`src/rtl/irq_ctrl_pkg.sv`:
```
// irq_ctrl shared definitions: FSM state encoding,
// register map and field positions.
package irq_ctrl_pkg;

  // Values are visible in STAT[9:8]
  typedef enum logic [1:0] {
    ST_IDLE  = 2'd0,
    ST_REQ   = 2'd1,
    ST_INSVC = 2'd2
  } irq_state_t;

  localparam logic [1:0] A_CTRL = 2'd0;
  localparam logic [1:0] A_PEND = 2'd1;
  localparam logic [1:0] A_STAT = 2'd2;
  localparam logic [1:0] A_EOI  = 2'd3;

  localparam int GEN_BIT   = 15;
  localparam int INSVC_BIT = 7;

  // (v + 1) mod n for 0 <= v < n
  function automatic int wrap_inc(
    input int v,
    input int n
  );
    return (v + 1 >= n) ? 0 : v + 1;
  endfunction

endpackage

```
`src/rtl/irq_arb.sv`:
```
// irq_arb: rotate-priority selector. Ports: req, ptr in;
// grant_valid, grant_idx out (first set req at/above ptr).
module irq_arb #(
  parameter int NSRC = 4,
  parameter int VW   = 3
) (
  input  logic [NSRC-1:0] req,
  input  logic [VW-1:0]   ptr,
  output logic            grant_valid,
  output logic [VW-1:0]   grant_idx
);

  logic [VW:0]     cand;
  logic [NSRC-1:0] sh;

  always_comb begin
    grant_valid = 1'b0;
    grant_idx   = '0;
    cand        = '0;
    sh          = '0;
    for (int i = 0; i < NSRC; i++) begin
      cand = {1'b0, ptr} + (VW+1)'(i);
      if (cand >= (VW+1)'(NSRC))
        cand = cand - (VW+1)'(NSRC);
      sh = req >> cand;
      if (!grant_valid && sh[0]) begin
        grant_valid = 1'b1;
        grant_idx   = cand[VW-1:0];
      end
    end
  end

endmodule

```
`src/rtl/irq_ctrl.sv`:
```
// irq_ctrl: interrupt controller. Bus: sel/we/re/addr/wdata/
// rdata/rdy. Core: cpu_irq/cpu_vec/cpu_ack. Sources: irq_in.
module irq_ctrl
  import irq_ctrl_pkg::*;
#(
  parameter int NSRC   = 4,
  parameter int ARB_RR = 0,
  parameter int VW     = 3
) (
  input  logic            clk,
  input  logic            rst_n,
  input  logic            sel,
  input  logic            we,
  input  logic            re,
  input  logic [1:0]      addr,
  input  logic [15:0]     wdata,
  output logic [15:0]     rdata,
  output logic            rdy,
  input  logic [NSRC-1:0] irq_in,
  output logic            cpu_irq,
  output logic [VW-1:0]   cpu_vec,
  input  logic            cpu_ack
);

  irq_state_t      st_q, st_nx;
  logic            gen_q;
  logic [NSRC-1:0] mask_q;
  logic [NSRC-1:0] pend;
  logic [NSRC-1:0] pend_sh;
  logic [VW-1:0]   vec_q, vec_nx;
  logic [VW-1:0]   ptr_q, ptr_nx;
  logic [VW-1:0]   arb_ptr;
  logic [VW-1:0]   gnt_idx;
  logic            gnt_valid;
  logic            irq_q, irq_nx;
  logic            cur_live;
  logic            ctrl_wr;
  logic            eoi_wr;
  logic [15:0]     rd;
  logic            unused_wd;

  assign pend     = irq_in & mask_q
                  & {NSRC{gen_q}};
  // Level of the source currently held in cpu_vec
  assign pend_sh  = pend >> vec_q;
  assign cur_live = pend_sh[0];

  assign ctrl_wr  = sel & we
                  & (addr == A_CTRL);
  assign eoi_wr   = sel & we
                  & (addr == A_EOI);

  assign arb_ptr  = (ARB_RR != 0)
                  ? ptr_q : '0;

  irq_arb #(
    .NSRC (NSRC),
    .VW   (VW)
  ) u_arb (
    .req         (pend),
    .ptr         (arb_ptr),
    .grant_valid (gnt_valid),
    .grant_idx   (gnt_idx)
  );

  always_ff @(posedge clk) begin
    if (!rst_n) begin
      st_q   <= ST_IDLE;
      vec_q  <= '0;
      ptr_q  <= '0;
      irq_q  <= 1'b0;
      gen_q  <= 1'b0;
      mask_q <= '0;
    end else begin
      st_q  <= st_nx;
      vec_q <= vec_nx;
      ptr_q <= ptr_nx;
      irq_q <= irq_nx;
      if (ctrl_wr) begin
        gen_q  <= wdata[GEN_BIT];
        mask_q <= wdata[NSRC-1:0];
      end
    end
  end

  always_comb begin
    st_nx  = st_q;
    vec_nx = vec_q;
    ptr_nx = ptr_q;
    irq_nx = irq_q;
    unique case (st_q)
      ST_IDLE: begin
        if (gnt_valid) begin
          st_nx  = ST_REQ;
          vec_nx = gnt_idx;
          irq_nx = 1'b1;
        end
      end
      ST_REQ: begin
        // Ack beats a same-cycle withdrawal
        if (cpu_ack) begin
          st_nx  = ST_INSVC;
          irq_nx = 1'b0;
          if (ARB_RR != 0)
            ptr_nx = VW'(wrap_inc(
                       int'(vec_q), NSRC));
        end else if (!cur_live) begin
          st_nx  = ST_IDLE;
          irq_nx = 1'b0;
        end
      end
      ST_INSVC: begin
        irq_nx = 1'b0;
        if (eoi_wr)
          st_nx = ST_IDLE;
      end
      default: begin
        st_nx  = ST_IDLE;
        irq_nx = 1'b0;
      end
    endcase
  end

  always_comb begin
    rd = '0;
    unique case (1'b1)
      (addr == A_CTRL): begin
        rd[NSRC-1:0] = mask_q;
        rd[GEN_BIT]  = gen_q;
      end
      (addr == A_PEND): begin
        rd[NSRC-1:0] = irq_in & mask_q;
      end
      (addr == A_STAT): begin
        rd[VW-1:0]    = vec_q;
        rd[INSVC_BIT] = (st_q == ST_INSVC);
        rd[9:8]       = st_q;
      end
      default: rd = '0;
    endcase
  end

  assign rdata   = (sel & re) ? rd : '0;
  assign rdy     = sel;
  assign cpu_irq = irq_q;
  assign cpu_vec = vec_q;

  // Only GEN and MASK bits of wdata are stored
  assign unused_wd = ^wdata;

endmodule

```
`config.mk`:
```
export PLATFORM = sky130hd
export DESIGN_NAME = irq_ctrl
export DESIGN_NICKNAME = d
export VERILOG_FILES = /design/src/rtl/irq_ctrl_pkg.sv /design/src/rtl/irq_arb.sv /design/src/rtl/irq_ctrl.sv
export SDC_FILE = /design/constraint.sdc
export NUM_CORES = 1
export LEC_CHECK = 0
export BUFFER_PORTS_ARGS = -buffer_cell sky130_fd_sc_hd__buf_4
export CORE_ASPECT_RATIO = 1.1
export CORE_UTILIZATION = 40
export CTS_CLUSTER_DIAMETER = 40
export CTS_CLUSTER_SIZE = 12
export DETAILED_ROUTE_END_ITERATION = 12
export GPL_ROUTABILITY_DRIVEN = 0
export PLACE_DENSITY = 0.67
export SLEW_MARGIN = 20
export SYNTH_ARGS = -nofsm -noshare
export SYNTH_HDL_FRONTEND = slang
export SYNTH_HIERARCHICAL = 1
export SYNTH_SLANG_ARGS = --single-unit
```
`constraint.sdc`:
```
create_clock -name clk -period 2.2 [get_ports clk]
set_input_delay 0 -clock clk [delete_from_list [all_inputs] [get_ports clk]]
set_output_delay 0 -clock clk [all_outputs]
set_load 0.02 [all_outputs]
```
==> impl_results.md <==
- Outcome: finished, final reports clean
- Max Cap Violations: 0
- First-pass DRT Iterations: 4
- Drt initial violations: 19
- Clock skew: 0.00379 ns
- RR Endpoint: cpu_vec[1]
- Vias: 971
- Row Count: 18
- Distinct cells, synth: 40
- P_leak: roughly 0.00057 uW
- Fin. Hold Viols: 0
- Post-Layout Inst Area: around 1300 sq um
- # diodes: 0
- Setup violations, final: 0
- Clock buffer count from CTS: 3
- Post-synthesis cell count: 117
- CTS tree: built
- Clock Sinks: 11
- Total power divided by cell area: between 300 and 400 nW/um^2
- Final Net Count: ~190
- Area grow syn2layout: 35.2%
- Non-Filler Instances: roughly 190
- R2R depth: 8
- H-Tree Depth: 1
- Most used DFF post-synth: dfxtp_1
- Register area share after synthesis: around 22%
- Vias per cell: 5.14
- Clock transition at path regs: roughly 0.070 ns
- Die H: around 54 um
- Vias in the first global route: 899
- Period utilization: between 90% and 100%
- Root Driver: clkbuf_4
- # port buffers: 29
- Post-place instance area: approximately 1200 sq um
- Worst R2R Setup Slack: between 0.1 and 0.15 ns
- First-pass GRT wire length: approximately 3700 um
- Initial core utilization: 43.2%
- Critical Path AT: ~2.3 ns
- Die area: 2680 sq um
- Syn avg cell area: about 8.5 sq um
- Worst r2r src: gen_q
- CP Data Required Time: about 2.4 ns
- Worst slack, placed: around 0.063 ns
- Share of the synthesized area in the top cell type: approximately 22%
- Ports: around 50
- Startpoint class of the critical path: flop
- Syn. warnings: 6
- DRC: 0
- Core Box Area: about 2300 sq um
- FMAX: 477 MHz
- Final ANT Viol Nets: 0
- Min-delay worst type: in -> reg
- Synth area leader: dfxtp_1
- Wire per inst: 12.1 um
- Die width: between 40 and 50 um
- Max-slew violation count: 0
- Worst setup path category: reg -> reg
- FF+latch count, synth: 11
- Post-synth top cells: mux2i_1 (16), nor2_1 (13), dfxtp_1 (11)
- Worst Setup End Kind: flop
- Initial antenna violation count: 0
- CP Max Fanout: 4
- Synthesized cell area: 992 sq um
- Crit path launch: gen_q
- Synth area leaders: dfxtp_1 (22%), mux2i_1 (16%), buf_4 (7.6%)
- Crit path capture: cpu_vec[1]
- Top-count cell post-synth: mux2i_1
- Clock Tree Buf Depth: 2
- Latest clock arrival within the worst-skew pair: around 0.27 ns
- Placed insts: around 180
- Hold_ws: roughly 0.011 ns
- Hpwl dp: around 1800 um
- Tot GR Track Use: about 18%
- Async S/R FF share, synth: 0%
- Largest net degree at the start of global routing: 13
- Final wirelength: between 2000 and 2500 um
- Fraction of layout cells with a size suffix above 1: about a third
- Final Critical Period: ~2.1 ns
- Final worst setup slack: 0.102 ns
- Worst VDD drop: between 0.2 and 0.3 mV
- EDFF count, synth: 0
- Gr ovfl total: 0
==> sequential cells by signal, summed over array words and instances, names as in the netlist <==
name     count
cpu_vec      3
mask_q       4
st_q         2
gen_q        1
cpu_irq      1
==> how the worst min path moves through the flow <==
stage	from	endpoint	slack (ns)	cells past startpoint
3_3_place_gp	sel	rdy	0.22	2
6_report	cpu_ack	st_q[1]	0.01	3
5_1_grt	cpu_ack	st_q[1]	0.04	3
4_1_cts	cpu_ack	st_q[1]	0.01	3
2_1_floorplan	addr[1]	rdata[15]	0.09	1
3_5_place_dp	sel	rdy	0.23	2
==> logic make-up (layout without fill, tap and decap cells) <==
kind of cell	Yosys count	count (layout)	synth area share, %
mux	18	18	19.9
fa+ha+maj	1	1	1.26
compound gates	19	19	16.4
simple gates	45	45	26.5
flops	11	11	22.2
other cells	2	15	0.757
buf+inv	21	50	13.0
==> worst max-delay path: stages (launching register included) <==
cell and delay (ns):
dfxtp_2 0.34, and3_2 0.18, mux2_4 0.29, a2bb2oi_4 0.15, or3b_4 0.39, or2_4 0.24
nor3b_4 0.17, mux2i_1 0.16, nor2_1 0.05
==> power by group <==
| part | switching (uW) | internal, uW |
|---|---|---|
| Combinational | 53.5 | 48.1 |
| Clock | 70.0 | 70.2 |
| Sequential | 1.97 | 201 |
==> per-layer routing <==
metal  part of all wire, %  up-vias  global-route usage (%)
met5                     0        -                       0
met2                    49       39                    34.9
met1                    43      440                    19.3
met4                   2.1        0                    8.10
li1                      -      485                       -
met3                   5.2        7                    4.72
==> cells in the final DEF, fill, tap and decap left out, types with 2 or more instances in the layout <==
| master | instances |
|---|---|
| clkbuf_4 | 3 |
| conb_1 | 15 |
| dfxtp_1 | 10 |
| nand2_1 | 8 |
| nor2_1 | 13 |
| buf_4 | 35 |
| nor4b_1 | 3 |
| inv_1 | 5 |
| o21ai_0 | 2 |
| a32oi_1 | 3 |
| o2bb2ai_1 | 2 |
| nand2b_1 | 5 |
| and3_2 | 2 |
| a21oi_1 | 3 |
| nand3b_1 | 2 |
| mux2i_1 | 16 |
| nor4bb_1 | 2 |
| and3_1 | 2 |
| dlygate4sd3_1 | 6 |
==> cell type report <==
class | count | area, sq um
clock buffer | 4 | 26.3
fill | 221 | 956
inverter | 5 | 18.8
multi-input combinational | 98 | 714
sequential | 11 | 221
tap | 30 | 37.5
timing repair buffer | 41 | 323
==> timing repair <==
action,in CTS,in global routing
gates resized for setup,0,5
hold buffers,6,0
setup endpoints to repair,0,3
hold endpoints to repair,6,0
setup buffers,0,2
==> per-stage QoR <==
stage / total power, uW / TNS (ns) / utilization [%]
finish: 445 / 0 / 58.4
global route: 465 / -0.00489 / 58.4
CTS: 443 / 0 / 56.7
detailed placement: 296 / 0 / 52.9
global placement: 295 / 0 / 52.9
floorplan: 280 / 0 / -
No activity file was read; power rests on OpenSTA's default activity.
